## src/rtl/uart_pkg.sv

```systemverilog
// rtl/uart_pkg.sv - shared UART types and constants for the receiver and transmitter
package uart_pkg;
  localparam int DATA_BITS = 8;
  localparam int CLOCKS_PER_BIT_DEFAULT = 80000;

  typedef enum logic [2:0] {
    RX_IDLE,
    RX_START,
    RX_DATA,
    RX_STOP,
    RX_WAIT_IDLE
  } rx_state_t;
endpackage

```

## src/rtl/uart_rx_if.sv

```systemverilog
// rtl/uart_rx_if.sv - received-byte valid/ready channel with error pulses
interface uart_rx_if;
  import uart_pkg::*;

  logic [DATA_BITS-1:0] o_data;
  logic                 o_valid;
  logic                 i_ready;
  logic                 o_frame_err;
  logic                 o_overrun;

  modport master (output o_data, output o_valid, output o_frame_err, output o_overrun,
                  input i_ready);
  modport slave  (input o_data, input o_valid, input o_frame_err, input o_overrun,
                  output i_ready);
endinterface

```

## src/rtl/uart_sync.sv

```systemverilog
// rtl/uart_sync.sv - two-flop synchronizer for asynchronous serial control lines
module uart_sync #(
  parameter logic RESET_VALUE = 1'b1
) (
  input  logic clk,
  input  logic rst,
  input  logic d,
  output logic q
);
  logic meta;

  always_ff @(posedge clk or posedge rst) begin
    if (rst) begin
      meta <= RESET_VALUE;
      q    <= RESET_VALUE;
    end else begin
      meta <= d;
      q    <= meta;
    end
  end
endmodule

```

## src/rtl/uart_rx.sv

```systemverilog
// rtl/uart_rx.sv - 8N1 UART receiver with mid-bit sampling and a one-byte holding register
module uart_rx
  import uart_pkg::*;
#(
  parameter int clocks_per_bit = CLOCKS_PER_BIT_DEFAULT
) (
  input  logic        clk,
  input  logic        rst,
  input  logic        i_rx,
  output logic        o_busy,
  uart_rx_if.master   rx
);
  localparam int CW = $clog2(clocks_per_bit);
  localparam int IW = $clog2(DATA_BITS);
  localparam logic [CW-1:0] HALF_LOAD = CW'(clocks_per_bit / 2 - 1);
  localparam logic [CW-1:0] FULL_LOAD = CW'(clocks_per_bit - 1);
  localparam logic [IW-1:0] LAST_BIT  = IW'(DATA_BITS - 1);

  rx_state_t            state;
  logic [CW-1:0]        cnt;
  logic [IW-1:0]        bit_idx;
  logic [DATA_BITS-1:0] shift;
  logic                 rx_s;

  uart_sync #(.RESET_VALUE(1'b1)) u_sync (
    .clk (clk),
    .rst (rst),
    .d   (i_rx),
    .q   (rx_s)
  );

  always_ff @(posedge clk or posedge rst) begin
    if (rst) begin
      state          <= RX_IDLE;
      cnt            <= '0;
      bit_idx        <= '0;
      shift          <= '0;
      rx.o_data      <= '0;
      rx.o_valid     <= 1'b0;
      rx.o_frame_err <= 1'b0;
      rx.o_overrun   <= 1'b0;
      o_busy         <= 1'b0;
    end else begin
      rx.o_frame_err <= 1'b0;
      rx.o_overrun   <= 1'b0;
      // A delivery later in this block overrides the clear when both happen together.
      if (rx.o_valid && rx.i_ready) begin
        rx.o_valid <= 1'b0;
      end

      case (state)
        RX_IDLE: begin
          if (!rx_s) begin
            cnt    <= HALF_LOAD;
            state  <= RX_START;
            o_busy <= 1'b1;
          end
        end

        RX_START: begin
          if (cnt != '0) begin
            cnt <= cnt - CW'(1);
          end else if (rx_s) begin
            state  <= RX_IDLE;
            o_busy <= 1'b0;
          end else begin
            cnt     <= FULL_LOAD;
            bit_idx <= '0;
            state   <= RX_DATA;
          end
        end

        RX_DATA: begin
          if (cnt != '0) begin
            cnt <= cnt - CW'(1);
          end else begin
            shift   <= {rx_s, shift[DATA_BITS-1:1]};
            cnt     <= FULL_LOAD;
            bit_idx <= bit_idx + IW'(1);
            if (bit_idx == LAST_BIT) begin
              state <= RX_STOP;
            end
          end
        end

        RX_STOP: begin
          if (cnt != '0) begin
            cnt <= cnt - CW'(1);
          end else if (rx_s) begin
            if (!rx.o_valid || rx.i_ready) begin
              rx.o_data  <= shift;
              rx.o_valid <= 1'b1;
            end else begin
              rx.o_overrun <= 1'b1;
            end
            state  <= RX_IDLE;
            o_busy <= 1'b0;
          end else begin
            rx.o_frame_err <= 1'b1;
            state          <= RX_WAIT_IDLE;
          end
        end

        RX_WAIT_IDLE: begin
          if (rx_s) begin
            state  <= RX_IDLE;
            o_busy <= 1'b0;
          end
        end

        default: begin
          state  <= RX_IDLE;
          o_busy <= 1'b0;
        end
      endcase
    end
  end
endmodule
```

## src/flat_wrapper.sv

```systemverilog
// flat-port wrapper written by rule: the top's interface ports become plain ports
module uart_rx_flat import uart_pkg::*;
#(
  parameter int clocks_per_bit = CLOCKS_PER_BIT_DEFAULT
)
  (clk, rst, i_rx, o_busy, rx_o_data, rx_o_valid, rx_o_frame_err, rx_o_overrun, rx_i_ready);
  uart_rx_if rx_i ();
  input  logic clk;
  input  logic rst;
  input  logic i_rx;
  output logic o_busy;
  output wire logic [$bits(rx_i.o_data)-1:0] rx_o_data;
  output wire logic [$bits(rx_i.o_valid)-1:0] rx_o_valid;
  output wire logic [$bits(rx_i.o_frame_err)-1:0] rx_o_frame_err;
  output wire logic [$bits(rx_i.o_overrun)-1:0] rx_o_overrun;
  input wire logic [$bits(rx_i.i_ready)-1:0] rx_i_ready;
  assign rx_o_data = rx_i.o_data;
  assign rx_o_valid = rx_i.o_valid;
  assign rx_o_frame_err = rx_i.o_frame_err;
  assign rx_o_overrun = rx_i.o_overrun;
  assign rx_i.i_ready = rx_i_ready;
  uart_rx #(.clocks_per_bit(clocks_per_bit)) u_core (.clk(clk), .rst(rst), .i_rx(i_rx), .o_busy(o_busy), .rx(rx_i));
endmodule
```

## config.mk

```make
export PLATFORM = sky130hd
export DESIGN_NAME = uart_rx_flat
export DESIGN_NICKNAME = d
export VERILOG_FILES = /design/src/rtl/uart_pkg.sv /design/src/rtl/uart_rx_if.sv /design/src/rtl/uart_sync.sv /design/src/rtl/uart_rx.sv /design/src/flat_wrapper.sv
export SDC_FILE = /design/constraint.sdc
export NUM_CORES = 1
export LEC_CHECK = 0
export CAP_MARGIN = 20
export CELL_PAD_IN_SITES_DETAIL_PLACEMENT = 2
export CELL_PAD_IN_SITES_GLOBAL_PLACEMENT = 2
export CORE_UTILIZATION = 41
export CTS_CLUSTER_SIZE = 8
export DETAILED_ROUTE_END_ITERATION = 12
export PLACE_DENSITY = 0.95
export SYNTH_ARGS = -nofsm -noshare
export SYNTH_HDL_FRONTEND = slang
export SYNTH_SLANG_ARGS = --single-unit
```

## constraint.sdc

```tcl
create_clock -name clk -period 7.2 [get_ports clk]
set_input_delay 1.08 -clock clk [delete_from_list [all_inputs] [get_ports clk]]
set_output_delay 1.08 -clock clk [all_outputs]
set_load 0.02 [all_outputs]
```

== Yosys cells after proc, flatten, opt, wreduce, memory -nomap -nowiden ==
Cells that the tools add are included.
Storage, ports and cells
  register bits: 45
  bits of input ports: 4
Cells by class
  $add $sub $neg: 2
  eq/ne operators: 15
  muxes and demuxes: 35
  reduce and logical (&&, ||, !) cells: 14
  bitwise logic cells: 2
Operator list (count)
  $mux W17: 5
  $pmux W17 S4: 1
  $mux W3: 10
  $reduce_bool A17 Y1: 1
  $sub A17 B1 Y17 const B: 1
  $mux W1: 15
  $pmux W3 S5: 1
  $ne A2 B2 Y1 const B: 7
  $reduce_and A4 Y1: 3
  $eq A3 B2 Y1 const B: 2
  $eq A3 B3 Y1 const B: 2
  $pmux W3 S2: 1
  $reduce_and A6 Y1: 1
  $ne A2 B1 Y1 const B: 2
  $pmux W1 S4: 1
  $reduce_bool A4 Y1: 1
  $add A3 B1 Y3 const B: 1
  $eq A3 B1 Y1 const B: 1
  $logic_not A3 Y1: 1
  $ne A3 B2 Y1 const B: 1
  $reduce_and A3 Y1: 1
  $mux W2: 1
  $not A1 Y1: 2
  $reduce_and A2 Y1: 1
  other kinds (5): 5

== Depth between registers and ports, before layout ==
Gate-level depths: netlist (run 1).
  depth in word-level cells: 6
  depth in mapped cells: 9
  gate-level depth less buffers: 7

== Modules after synthesis ==
From an unflattened synthesis (run 1), not the netlist that was laid out.
Second synthesis, totals
  cell total of the unflattened synthesis: 228
  area, all modules: 2372.3 µm²
By module, submodules not included
  uart_rx: times used 1, area each 2316.0 µm², cells an instance 225
  uart_sync: times used 1, area each 56.3 µm², cells an instance 3

== Worst setup path after synthesis (run 1) ==
No wires, ideal clock.
  path kind: register to register
  from: reg u_core.cnt[2]
  to: reg u_core.shift[0]
  setup time: 0.125 ns
  path buffers: 2
  setup slack: 4.567 ns
  cell stages (with the launch flop): 7
  clock period less this slack: 2.633 ns
  data arrival time: 2.508 ns
  required time: 7.075 ns
  cells stage by stage: dfrtp_1 -> or4_1 -> clkbuf_2 -> or4_1 -> buf_2 -> nor4_4 -> mux2_2
On the way
  word-level cells in the longest chain between the ends: 3
Ends and longest elaborated chain
  start: declaration: RTL line uart_rx.sv:20  | logic [CW-1:0] cnt;
  start signal: assignment: RTL line uart_rx.sv:62  | cnt <= cnt - CW'(1);
  start signal: assignment: RTL line uart_rx.sv:75  | cnt <= cnt - CW'(1);
  start signal: assignment: RTL line uart_rx.sv:88  | cnt <= cnt - CW'(1);
  $reduce_bool A17 Y1: RTL line uart_rx.sv:74  | if (cnt != '0) begin
  $not A1 Y1 (no source line)
  $reduce_and A2 Y1 (no source line)
  end signal: assignment: RTL line uart_rx.sv:77  | shift <= {rx_s, shift[DATA_BITS-1:1]};
  end: declaration: RTL line uart_rx.sv:22  | logic [DATA_BITS-1:0] shift;
Every way passes these cells.
A chain may end at the register's enable or synchronous reset.

== Final worst setup path (run 1) ==
  from: reg u_core.cnt[2]
  to: reg u_core.rx.o_data[1]
On the way
  word-level cells in the longest chain between the ends: 3
Ends and longest elaborated chain
  $reduce_bool A17 Y1: RTL line uart_rx.sv:87  | if (cnt != '0) begin
  $not A1 Y1 (no source line)
  $reduce_and A4 Y1 (no source line)
  end signal: assignment: RTL line uart_rx.sv:91  | rx.o_data <= shift;
  end: declaration: RTL line uart_rx_if.sv:11  | modport master (output o_data, output o_valid, output o_frame_err, output o_overrun,
Every way passes these cells.

==> flow_summary.json, run 1 <==
{
  "dp.cells": 294,
  "grt_use_total_pct": 24.3,
  "clk_path_buf_depth": 2,
  "htree_num_levels": 2,
  "ant_nets": 0,
  "wl_um": 6370,
  "hp-start": "u_core.u_sync.meta",
  "synth-main-ff-cell": "dfrtp_1",
  "p_per_area_nw_per_um2": 167,
  "p_leak_uw": 0.00109,
  "synth_area_leaders": "dfrtp_1, mux2_2, a21oi_1",
  "clock_latency_ps": 300,
  "hold_class": "reg -> reg",
  "nets": 239,
  "cp.arrival_ps": 3460,
  "async_reset_ff_share_pct": 100,
  "cp-start-kind": "flip-flop",
  "hold_buffers": 0,
  "met3_usage_pct": 3.71,
  "grt_max_degree": 46,
  "synthesis.nets": 227,
  "r2r_start": "u_core.cnt[2]",
  "use_met1_pct": 28.8,
  "cts_resized": 0,
  "worst-path-max-fanout": 14,
  "core_sq_um": 5200,
  "finalWorstSetupSlack_ps": 3920,
  "portBuffers": 15,
  "tightest_slew_ps": 950,
  "fmax_mhz": 305,
  "cts-root-buf": "clkbuf_8",
  "ys_seq_area_share_pct": 50.1,
  "cts_tree": "yes",
  "first_pass_iters": 4,
  "die_w_um": 76.1,
  "slew_headroom_pct": 36.6,
  "antenna_found_initial": 0,
  "reg2reg_to": "u_core.rx.o_data[1]",
  "ir_drop_mv": 0.0955,
  "via_per_inst": 5.82,
  "io_pins": 16,
  "cts_setup_buffers": 0,
  "ff2ff_path_depth": 5,
  "cts-buffers-inserted": 5,
  "drtIter0Drc": 69,
  "syn_to_final_growth_pct": 12.4,
  "worst_ep_required_time_ps": 7390,
  "grt.overflow.total": 0,
  "die_area_sq_um": 5790,
  "grt.met2_usage_pct": 45.0,
  "final_max_slew_viol_count": 0,
  "crit_type": "reg -> reg",
  "end_kind": "flip-flop",
  "netlist.top_cell.by_area": "dfrtp_1",
  "ys_types": 47,
  "grt_pass1_wl_um": 10800,
  "drc": 0,
  "start_util_pct": 43.3,
  "hold_viol": 0,
  "cts.sink_count": 45,
  "r2r_slack_ps": 3920,
  "period_minus_slack_ps": 3280,
  "layout_worst_path_cycle_share_pct": 45.5,
  "avgSynthCellArea_sq_um": 10.3,
  "vias": 1759,
  "setup_viol": 0,
  "tns_ps": 0,
  "rsz0062_at_grt": "false",
  "cts.reportedPaths.clkPinSlew_ps": 90,
  "dp_hpwl_um": 4490,
  "grt-busiest-layer": "met2",
  "fp-row-count": 26,
  "die_y_um": 76.1,
  "synth_seq_cells": 45,
  "final_cell_count_no_fill": 302,
  "grt_pass1_vias": 2047,
  "pre_cts_ws_ps": 3980,
  "hold_depth": 0,
  "final_layout_size_suffix_gt1_share_pct": 14.7,
  "status": "finished clean",
  "gp_congestion": 0.786,
  "syn_area_sq_um": 2250,
  "drv_cap": 0,
  "ys.warnings.count": 0,
  "synth_enable_flop_cells": 0,
  "worstHoldEndpoint": "u_core.u_sync.q",
  "num_antenna_cells": 0,
  "finClkSkew_ps": 9.65,
  "routedWlPerCell_um": 21.1,
  "yosysTopAreaCellShare_pct": 47.8,
  "netlist_instances": 219
}
## final cells by class
| type | instances | area [sq um] |
|---|---|---|
| fillers | 549 | 2670 |
| flip-flops and latches | 45 | 1130 |
| multi-input cells | 155 | 1040 |
| repair buffers | 16 | 158 |
| well taps | 70 | 87.6 |
| clock buffers | 6 | 72.6 |
| inverters | 8 | 30.0 |
| clock inverters | 2 | 15.0 |
## power by group
| part | leakage [uW] | internal (uW) | switching, uW |
|---|---|---|---|
| logic | 0.000482 | 2.08 | 6.31 |
| registers | 0.000570 | 254 | 0.698 |
| clock network | 0.0000374 | 68.5 | 90.6 |
## worst max path at each step
stage / from / to / slack [ps] / cells after the start
2_1_floorplan: u_core.cnt[2] / u_core.shift[0] / 4570 / 6
5_1_grt: u_core.cnt[2] / u_core.rx.o_data[1] / 3780 / 5
4_1_cts: u_core.cnt[2] / u_core.rx.o_data[1] / 3940 / 5
3_5_place_dp: u_core.cnt[2] / u_core.rx.o_data[2] / 3980 / 5
6_report: u_core.cnt[2] / u_core.rx.o_data[1] / 3920 / 5
3_3_place_gp: u_core.cnt[2] / u_core.rx.o_data[0] / 4210 / 5
## critical path, cell delays in order (launching register included)
cell and delay (ps):
dfrtp_1 440, or4_1 690, or4_1 810, nor2_1 330, and4_1 500, mux2_2 390
## synthesized netlist by cell type, drive strengths merged, types with 6 or more instances
cell,n
inv,8
nand3,6
a21oi,15
nand2,15
or3,6
clkbuf,6
nor4,7
o21ai,9
mux2,17
nor3,6
dfrtp,43
nor2,18
## logic make-up (layout without fill, tap and decap cells)
family,Yosys count,in the layout,synth area share (%)
compound gates,48,48,14.0
buf+inv,19,32,3.72
mux,19,19,9.39
simple gates,80,80,19.0
flops,45,45,50.1
fa+ha+maj,4,4,2.22
xor+xnor,4,4,1.56
## per-stage QoR
stage          hold slack, ps  utilization, %  total power, uW  cell area [sq um]
2_1_floorplan             345               -              264               2250
3_3_place_gp              346            46.9              268               2440
3_5_place_dp              347            46.9              268               2440
4_1_cts                   361            48.6              424               2530
5_1_grt                   364            48.6              436               2530
6_report                  360            48.6              422               2530
## state kept, by name (all words and copies together), names as in the netlist, 3 cells and up
name,flops
u_core.shift,8
u_core.state,3
u_core.rx.o_data,8
u_core.bit_idx,3
u_core.cnt,17
## cell usage in the layout, fill, tap and decap left out, drive strengths merged, types with 7 or more instances in the layout
master	count
a21oi	15
clkdlybuf4s50	15
mux2	17
nor2	18
o21ai	9
nor4	7
inv	8
dfrtp	43
nand2	15
## layer usage
layer  wire length [um]  up-vias
met2               3500       22
met5                  0        -
met3                132        7
met1               2660      915
met4                 76        0
li1                   -      815
No activity file was read; power rests on OpenSTA's default activity.
==> run 2, diff against run 1 <==
CORE_UTILIZATION = 34   (was 41)
PLACE_DENSITY = 0.85   (was 0.95)
clock period = 2.9 ns   (was 7.2 ns; I/O delays follow)
==> run 2 against run 1 <==
Against the previous run: core utilization fell by 7.3 points; register-to-register slack got worse by 3800 ps; sequential share of layout area is 1.8 points lower; global-route usage down 5.0 points; worst hold slack hardly changed; clock power rose to 2.6 times the previous value; critical endpoint is now u_core.rx.o_data[5].
==> flow_summary.json, run 2 (synthesis gave the netlist of run 1 again) <==
{
  "cts.reportedPaths.clkPinSlew_ps": 90,
  "clk_path_buf_depth": 2,
  "post_dp_cell_area_sq_um": 2550,
  "io_pins": 16,
  "cp_num_buf_inv": 1,
  "final_cell_mix": "dfrtp_1, nor2_1, mux2_2",
  "die_area_sq_um": 6950,
  "path_cells": "or4_1, or4_1, buf_4, nor2_1, and4_2, mux2_2",
  "core_sq_um": 6390,
  "cts.sink_count": 45,
  "num_antenna_cells": 0,
  "fp-row-count": 29,
  "grt_pass1_vias": 2033,
  "layout_worst_path_cycle_share_pct": 94.6,
  "status": "finished clean",
  "hold_viol": 0,
  "grt_use_total_pct": 19.3,
  "stdcell_area_sq_um": 2640,
  "worst_ep_required_time_ps": 3090,
  "fmax_mhz": 365,
  "largest_register": "u_core.cnt",
  "num-fill-cells": 700,
  "tightest_slew_ps": 584,
  "vias": 1807,
  "multi_input_area_sq_um": 1040,
  "final_max_slew_viol_count": 0,
  "wl_um": 6210,
  "nets": 250,
  "slowest_stage": "or4_1",
  "p_per_area_nw_per_um2": 403,
  "use_met1_pct": 23.7,
  "portBuffers": 15,
  "via_per_inst": 5.65,
  "finClkSkew_ps": 6.56,
  "met3_usage_pct": 3.18,
  "htree_num_levels": 2,
  "slowest_delay_ps": 560,
  "reg_top3": "u_core.cnt (17), u_core.rx.o_data (8), u_core.shift (8)",
  "crit_path_frequent_cell": "or4_1",
  "die_y_um": 83.4,
  "first_pass_iters": 4,
  "start_util_pct": 35.3,
  "syn_to_final_growth_pct": 17.2,
  "cts-buffers-inserted": 5,
  "worst-path-max-fanout": 14,
  "gp_congestion": 0.757,
  "cp.arrival_ps": 2930,
  "cts-root-buf": "clkbuf_8",
  "cp-start-kind": "flip-flop",
  "hold_class": "reg -> reg",
  "setup_viol": 0,
  "grt_max_degree": 46,
  "drv_cap": 0,
  "die_w_um": 83.4,
  "drtIter0Drc": 121,
  "drc": 0,
  "cts_tree": "yes",
  "largest_reg_flops": 17,
  "dp_hpwl_um": 4360,
  "slew_headroom_pct": 61.1,
  "grt_pass1_wl_um": 10500,
  "end_kind": "flip-flop",
  "final_common_cell": "dfrtp_1",
  "crit_family": "simple AND/OR/NAND/NOR gates",
  "period_minus_slack_ps": 2740,
  "ant_nets": 0,
  "hold_buffers": 0,
  "grt.met2_usage_pct": 34.4,
  "final_layout_size_suffix_gt1_share_pct": 19.3,
  "routedWlPerCell_um": 19.4,
  "tns_ps": 0,
  "p_leak_uw": 0.00116,
  "crit_type": "reg -> reg",
  "ir_drop_mv": 0.215,
  "rsz0062_at_grt": "false",
  "antenna_found_initial": 0,
  "seq_area_sq_um": 1130,
  "clock_latency_ps": 310,
  "grt-busiest-layer": "met2",
  "grt.overflow.total": 0
}
-- run 2: final timing paths --
| kind | from | endpoint | slack, ps | depth (start not counted) |
|---|---|---|---|---|
| setup / recovery | u_core.cnt[2] | u_core.rx.o_data[5] | 160 | 6 |
| max in group asynchronous | rst | u_core.cnt[3] | 1920 | 3 |
| hold / removal | u_core.u_sync.meta | u_core.u_sync.q | 360 | 0 |
| hold reg to reg | u_core.u_sync.meta | u_core.u_sync.q | 360 | 0 |
| setup reg to reg | u_core.cnt[2] | u_core.rx.o_data[5] | 160 | 6 |
| min in group asynchronous | rst | u_core.cnt[15] | 580 | 3 |
-- run 2: report_power, final --
group	switching [uW]	internal, uW	total (uW)
Clock	238	171	409
Combinational	15.9	6.08	22.0
Sequential	2.26	630	632
-- run 2: layout make-up --
class                      count  area share (%)
tap                           77            3.65
sequential                    45            42.7
inverter                       8            1.14
multi-input combinational    155            39.4
clock buffer                   5            2.61
clock inverter                 3           0.853
timing repair buffer          27            9.57
-- run 2: worst reg2reg max path: stages, from the launching register on --
cell     delay, ps
dfrtp_1        440
or4_1          560
or4_1          480
buf_4          210
nor2_1         170
and4_2         390
mux2_2         380
-- run 2: stage by stage --
step                      hold WS (ps)  total power [uW]  cells  utilization (%)  setup WS (ps)
after CTS                          362              1080    320             41.3           57.2
after detailed placement           348               667    312             39.9            131
after global routing               367              1100    320             41.3           81.2
after floorplan                    345               656    219                -            267
after global placement             347               666    312             39.9            237
final                              360              1060    320             41.3            157
-- run 2: what timing repair did --
action | in CTS | in global routing
setup buffers | 0 | 0
endpoints found under the setup margin | 0 | 1
gates resized for setup | 0 | 1
-- run 2: layer usage --
metal	vias to the layer above	wire length [um]
met1	947	2790
met4	0	95
met3	8	118
li1	836	-
met5	-	0
met2	16	3200
==> run 3, diff against run 2 <==
RECOVER_POWER = 100   (was unset)
==> run 3 against run 2 <==
Against the previous run: setup slack gained 10 ps; count of clock-buffer cells in the layout is the same; design area shrank 0.76%; core utilization shrank 0.31 points; critical endpoint unchanged; largest cell class unchanged; largest power group unchanged.
==> flow_summary.json, run 3 (synthesis gave the netlist of run 1 again) <==
{
  "status": "finished clean",
  "hold_class": "reg -> reg",
  "num-fill-cells": 707,
  "ir_drop_mv": 0.211,
  "setup_viol": 0,
  "cts_tree": "yes",
  "syn_to_final_growth_pct": 16.3,
  "final_common_cell": "dfrtp_1",
  "grt.overflow.total": 0,
  "cp.arrival_ps": 2920,
  "dp_hpwl_um": 4360,
  "htree_num_levels": 2,
  "p_per_area_nw_per_um2": 405,
  "via_per_inst": 5.68,
  "tightest_slew_ps": 1130,
  "path_cells": "or4_1, or4_1, buf_4, nor2_1, and4_2, mux2_1",
  "p_leak_uw": 0.00118,
  "drc": 0,
  "cts.sink_count": 45,
  "fp-row-count": 29,
  "die_area_sq_um": 6950,
  "grt_pass1_wl_um": 10500,
  "portBuffers": 15,
  "die_y_um": 83.4,
  "cp-start-kind": "flip-flop",
  "reg_top3": "u_core.cnt (17), u_core.rx.o_data (8), u_core.shift (8)",
  "slew_headroom_pct": 24.4,
  "num_antenna_cells": 0,
  "seq_area_sq_um": 1130,
  "die_w_um": 83.4,
  "grt_use_total_pct": 19.3,
  "grt_pass1_vias": 2033,
  "finClkSkew_ps": 5.45,
  "clk_path_buf_depth": 2,
  "tns_ps": 0,
  "rsz0062_at_grt": "false",
  "pre_cts_ws_ps": 131,
  "final_layout_size_suffix_gt1_share_pct": 16.9,
  "core_sq_um": 6390,
  "drtIter0Drc": 122,
  "final_cell_mix": "dfrtp_1, nor2_1, mux2_2",
  "cts-root-buf": "clkbuf_8",
  "final_max_slew_viol_count": 0,
  "wl_um": 6170,
  "nets": 250,
  "largest_register": "u_core.cnt",
  "end_kind": "flip-flop",
  "cts-buffers-inserted": 5,
  "ant_nets": 0,
  "r2r_slack_ps": 170,
  "grt_max_degree": 46,
  "hold_buffers": 0,
  "vias": 1817,
  "multi_input_area_sq_um": 1040,
  "slowest_delay_ps": 560,
  "slowest_stage": "or4_1",
  "routedWlPerCell_um": 19.3,
  "cts.reportedPaths.clkPinSlew_ps": 90,
  "antenna_found_initial": 0,
  "layout_worst_path_cycle_share_pct": 94.2,
  "largest_reg_flops": 17,
  "crit_path_frequent_cell": "or4_1",
  "crit_family": "simple AND/OR/NAND/NOR gates",
  "fmax_mhz": 366,
  "crit_type": "reg -> reg",
  "hold_viol": 0,
  "cp_num_buf_inv": 1,
  "worst-path-max-fanout": 14,
  "first_pass_iters": 4,
  "period_minus_slack_ps": 2730,
  "clock_latency_ps": 310,
  "finalWorstSetupSlack_ps": 167,
  "cts_setup_buffers": 0,
  "worst_ep_required_time_ps": 3090,
  "io_pins": 16,
  "drv_cap": 0,
  "gp_congestion": 0.757,
  "start_util_pct": 35.3
}
==> run 3: changes by cell type in the layout (fill, tap and decap cells not counted), sizes merged <==
cell           before  now
buf                12    6
clkinv              3    4
clkbuf              5   11
inv                 8    7
dlygate4sd3         0   14
clkdlybuf4s50      15    1
==> run 3: metal layers <==
layer | routed length (um) | global-route usage, %
met1 | 2740 | 23.7
met3 | 154 | 3.18
met2 | 3190 | 34.4
met4 | 94 | 5.80
met5 | 0 | 0
==> run 3: metrics by stage <==
step	hold slack (ps)	utilization (%)	area (sq um)	instances	total power (uW)
6_report	360	41.0	2620	320	1060
5_1_grt	367	41.0	2620	320	1100
4_1_cts	362	41.3	2640	320	1080
3_5_place_dp	348	39.9	2550	312	667
3_3_place_gp	347	39.9	2550	312	666
2_1_floorplan	345	-	2250	219	656
==> run 3: worst paths after layout <==
kind | from | endpoint | cells past startpoint
worst max-delay path | u_core.cnt[2] | u_core.rx.o_data[5] | 6
worst min-delay path | u_core.u_sync.meta | u_core.u_sync.q | 0
worst max register to register | u_core.cnt[2] | u_core.rx.o_data[5] | 6
worst min register to register | u_core.u_sync.meta | u_core.u_sync.q | 0
max in group asynchronous | rst | u_core.cnt[3] | 3
min in group asynchronous | rst | u_core.cnt[15] | 3
==> run 3: layout make-up <==
class / instances / share of cell area [%]
inverter: 8 / 1.15
tap: 77 / 3.68
timing repair buffer: 27 / 8.88
multi-input combinational: 155 / 39.7
clock inverter: 3 / 0.860
clock buffer: 5 / 2.63
sequential: 45 / 43.1
==> run 3: power breakdown <==
group | switching [uW] | total, uW | internal [uW]
Combinational | 15.8 | 20.8 | 5.03
Sequential | 2.27 | 632 | 630
Clock | 236 | 407 | 171
==> run 3: repair_timing <==
| item | CTS | global route |
|---|---|---|
| endpoints found under the setup margin | 0 | 1 |
| gates resized for setup | 0 | 1 |
| endpoints found under the hold margin | 0 | 0 |
==> edit 1: new RTL, config.mk and constraints of run 3 <==
`RESET_VALUE` is set to 1'b1 in 2 places; all go to 1'b0.
--- a/src/rtl/uart_sync.sv
+++ b/src/rtl/uart_sync.sv
@@ -1,6 +1,6 @@
 // rtl/uart_sync.sv - two-flop synchronizer for asynchronous serial control lines
 module uart_sync #(
-  parameter logic RESET_VALUE = 1'b1
+  parameter logic RESET_VALUE = 1'b0
 ) (
   input  logic clk,
   input  logic rst,
--- a/src/rtl/uart_rx.sv
+++ b/src/rtl/uart_rx.sv
@@ -22,7 +22,7 @@
   logic [DATA_BITS-1:0] shift;
   logic                 rx_s;
 
-  uart_sync #(.RESET_VALUE(1'b1)) u_sync (
+  uart_sync #(.RESET_VALUE(1'b0)) u_sync (
     .clk (clk),
     .rst (rst),
     .d   (i_rx),
Function: changed (Yosys sat finds a counterexample within 4 cycles, from zero or initial values and one cycle with rst high).
==> edit 1 against run 3 <==
  * Total power grew 6.5%
  * Design area grew 1.3%
  * Worst setup slack lost 80 ps
  * Combinational power grew 11%
  * Synthesized area shrank 0.11%
  * Sequential cell count is the same
  * Core utilization grew 0.53 points
  * Cell count grew 0.63%
  * Routed wire length grew 2.1%
  * Non-clock buffer count grew 2
  * Critical path depth is the same
  * Count of clock-buffer cells in the layout grew 1
==> edit 1: results (changes against run 3) <==
[grt]
met3_usage=0.0338  ; +0.00199
grtUsageMet2=0.364  ; +0.0201
grtUsageMet1=0.222  ; -0.0155
grt_start_max_net_pins=31  ; -33%

[power_and_ir_drop]
intPower_w=0.000893  ; +11%
switchingPower_w=0.000236  ; -7.0%
ir_worst_vdd_mv=0.225  ; +6.4%
leakage_nw=1.21  ; +2.8%

[timing]
skew_ps=6.72  ; +1.27 ps

[detailed_routing]
routed_wl_um=6300  ; +2.1%
wl_met1_um=2630  ; -3.8%
wl_met3_um=125  ; -19%
wl_met2_um=3370  ; +5.7%
dr.first_iter.drc_count=114  ; -6.6%

[outcome]
status=finished, final reports clean

[hold_path]
min-delay-start=u_core.u_sync.meta

[critical_path]
endpoint=u_core.bit_idx[2]
max_stage_delay_ps=600  ; +40 ps
rrSetupSlack_ps=90  ; -80 ps

[cells_and_area]
drive_gt1_frac=0.163  ; -0.00546
fin_nets=252  ; +0.80%
fillers=669  ; -5.4%

[place]
hpwl_um=4570  ; +4.7%
finalWeightedCongestion=0.762  ; +0.66%

[yosys]
synth_xor_area_frac=0.0156  ; +0.0000173
synth-seq-area-share=0.501  ; -0.000555
synth_compound_area_frac=0.140  ; +0.000156
yosysTopAreaCellShare=0.501  ; +0.0228
synth_area_leaders=dfrtp_1 50%, mux2_2 8.5%, a21oi_1 3.3%
synth.top_cells.by_count=45 x dfrtp_1, 18 x nor2_1, 17 x mux2_2

-- edit 1: cell count changes after synthesis --
cell     before  now
dfrtp_1      43   45
dfstp_2       2    0
-- edit 1: area by class of cell --
| class | instances | share of cell area |
|---|---|---|
| Multi-Input combinational cell | 155 | 0.389 |
| Clock buffer | 6 | 0.0273 |
| Sequential cell | 45 | 0.424 |
| Inverter | 8 | 0.0113 |
| Tap cell | 77 | 0.0363 |
| Clock inverter | 2 | 0.0146 |
| Timing Repair Buffer | 29 | 0.0971 |
-- edit 1: what timing repair did --
item | 4_1_cts | 5_1_grt
hold buffers | 0 | 0
resized for setup | 1 | 0
setup endpoints to repair | 2 | 0
-- edit 1: stage by stage --
step	worst slack (ps)	instance area, sq um	cells	hold WS (ps)
floorplan	267	2250	219	331
global placement	214	2560	314	335
detailed placement	21.0	2560	314	344
CTS	88.6	2670	322	364
global route	10.9	2650	322	381
finish	87.7	2650	322	359
==> edit 2: new RTL, settings of run 3 <==
Made on the original files. Reset style: synchronous (`rst`), changed in 2 clocked blocks. Comments in the files are not updated.
--- a/src/rtl/uart_sync.sv
+++ b/src/rtl/uart_sync.sv
@@ -9,7 +9,7 @@
 );
   logic meta;
 
-  always_ff @(posedge clk or posedge rst) begin
+  always_ff @(posedge clk) begin
     if (rst) begin
       meta <= RESET_VALUE;
       q    <= RESET_VALUE;
--- a/src/rtl/uart_rx.sv
+++ b/src/rtl/uart_rx.sv
@@ -29,7 +29,7 @@
     .q   (rx_s)
   );
 
-  always_ff @(posedge clk or posedge rst) begin
+  always_ff @(posedge clk) begin
     if (rst) begin
       state          <= RX_IDLE;
       cnt            <= '0;
Formal check against the unedited RTL: differs if rst is asserted again (counterexample within 4 cycles, from zero or initial values and one cycle with rst high); with rst held inactive, the same outputs for 10 cycles.
==> edit 2 against run 3 <==
  * The run now ends with design-rule violations left
  * Sequential cell count is the same
  * Worst setup slack gained 130 ps
  * Fmax grew 5.1%
  * Sequential share of layout area shrank 8.1 points
  * Global-route usage grew 0.99 points
  * Design area shrank 1.6%
  * Synthesized area grew 1.4%
  * Routed wire length grew 6.5%
  * Critical path type unchanged
  * Critical endpoint is now u_core.rx.o_data[1]
  * Highest routed layer unchanged
Power is not compared: it rests on default switching activity, and its combinational part moved more than twofold at a synthesized area within 25%.
==> edit 2: results (changes against run 3) <==
[detailed_routing]
wl_met1_um=3040  ; +11%
dr.first_iter.drc_count=94  ; -23%
wl_met3_um=140  ; -9.1%
wl_met2_um=3340  ; +4.7%
dr_total_vias=1976  ; +8.8%
topRoutingLayerUsed=met4
dr.pass1.iters=8  ; +4
drc=7  ; +7
routed_wl_um=6580  ; +6.5%

[yosys]
synth.top_cells.by_count=45 x dfxtp_1, 27 x nor2_1, 18 x mux2i_1, 18 x nand2b_1, 15 x o21ai_0
synth_cell_types=57  ; +21%
synthArstFlopShare=0  ; -1.00
synthesis.nets=263  ; +16%
synth-seq-area-share=0.394  ; -0.107
synth_area_leaders=dfxtp_1 39%, mux2i_1 7.9%, nand2b_1 4.9%

[grt]
met3_usage=0.0386  ; +0.00677
grt_pass1_wl_um=11100  ; +5.9%
grt_pass1_vias=2044  ; +0.54%
antenna_found_initial=0  ; unchanged
grtUsageMet2=0.353  ; +0.00894
grt_start_max_net_pins=25  ; -46%
grt_use_total=0.203  ; +0.00992
grtUsageMet1=0.259  ; +0.0211

[clock_tree]
cts_buffers=5  ; unchanged
clk_latency_ps=310  ; about the same
cts.htree.levels=2  ; unchanged
clk_pin_slew_ps=100
cts_tree=yes

[place]
placed_cell_area_sq_mm=0.00250  ; -2.0%
finalWeightedCongestion=0.765  ; +1.0%
hpwl_um=4820  ; +10%

[cells_and_area]
antennaDiodeCount=0  ; unchanged
drive_gt1_frac=0.0849  ; -0.0839
fin_nets=278  ; +11%
top_regs=u_core.cnt (17), u_core.rx.o_data (8), u_core.shift (8)

[hold_path]
hold_path_depth=1  ; +1

[critical_path]
worstPathArrival_ps=2840  ; -80 ps
cp_max_fo=8  ; -6

[timing]
skew_ps=12.4  ; +6.96 ps
slew_headroom=0.399  ; +0.155

[outcome]
violations=design-rule violations
status=finished with violations

[edit 2: per-stage QoR]
stage | worst slack (ps) | util | std cells
after global placement | 466 | 0.389 | 340
final | 301 | 0.402 | 348
after CTS | 301 | 0.403 | 348
after floorplan | 828 | - | 255
after global routing | 131 | 0.402 | 348
after detailed placement | 318 | 0.389 | 340
[edit 2: area by class of cell]
cell class | count | area (sq um)
fillers | 739 | 3840
multi-input cells | 187 | 1260
flip-flops and latches | 45 | 901
repair buffers | 22 | 195
well taps | 77 | 96.3
clock buffers | 5 | 68.8
inverters | 9 | 33.8
clock inverters | 3 | 25.0
[edit 2: critical path, cell delays in order, from the launching register on]
cell	delay [ps]
dfxtp_1	360
inv_1	100
ha_1	170
or4b_1	520
or4_1	590
nor2b_2	520
mux2i_1	280
[edit 2: logic make-up (layout without fill, tap and decap cells)]
family          Yosys count  in the layout  share of synthesized area
buf+inv                  23             39                     0.0526
mux                      18             18                     0.0789
flops                    45             45                      0.394
compound gates           61             61                      0.179
simple gates            100            100                      0.257
xor+xnor                  3              3                     0.0115
fa+ha+maj                 5              5                     0.0263
[edit 2: path summary, 6_finish.rpt]
path	startpoint	to	slack, ps
min	u_core.u_sync.meta	u_core.u_sync.q	420
min reg2reg	u_core.u_sync.meta	u_core.u_sync.q	420
max reg2reg	u_core.cnt[0]	u_core.rx.o_data[1]	300
max	u_core.cnt[0]	u_core.rx.o_data[1]	300
[edit 2: where the power goes]
part / total [W] / switching, W / internal, W
sequential: 0.000675 / 0.0000354 / 0.000640
combinational: 0.000275 / 0.000173 / 0.000102
clock: 0.000421 / 0.000246 / 0.000174
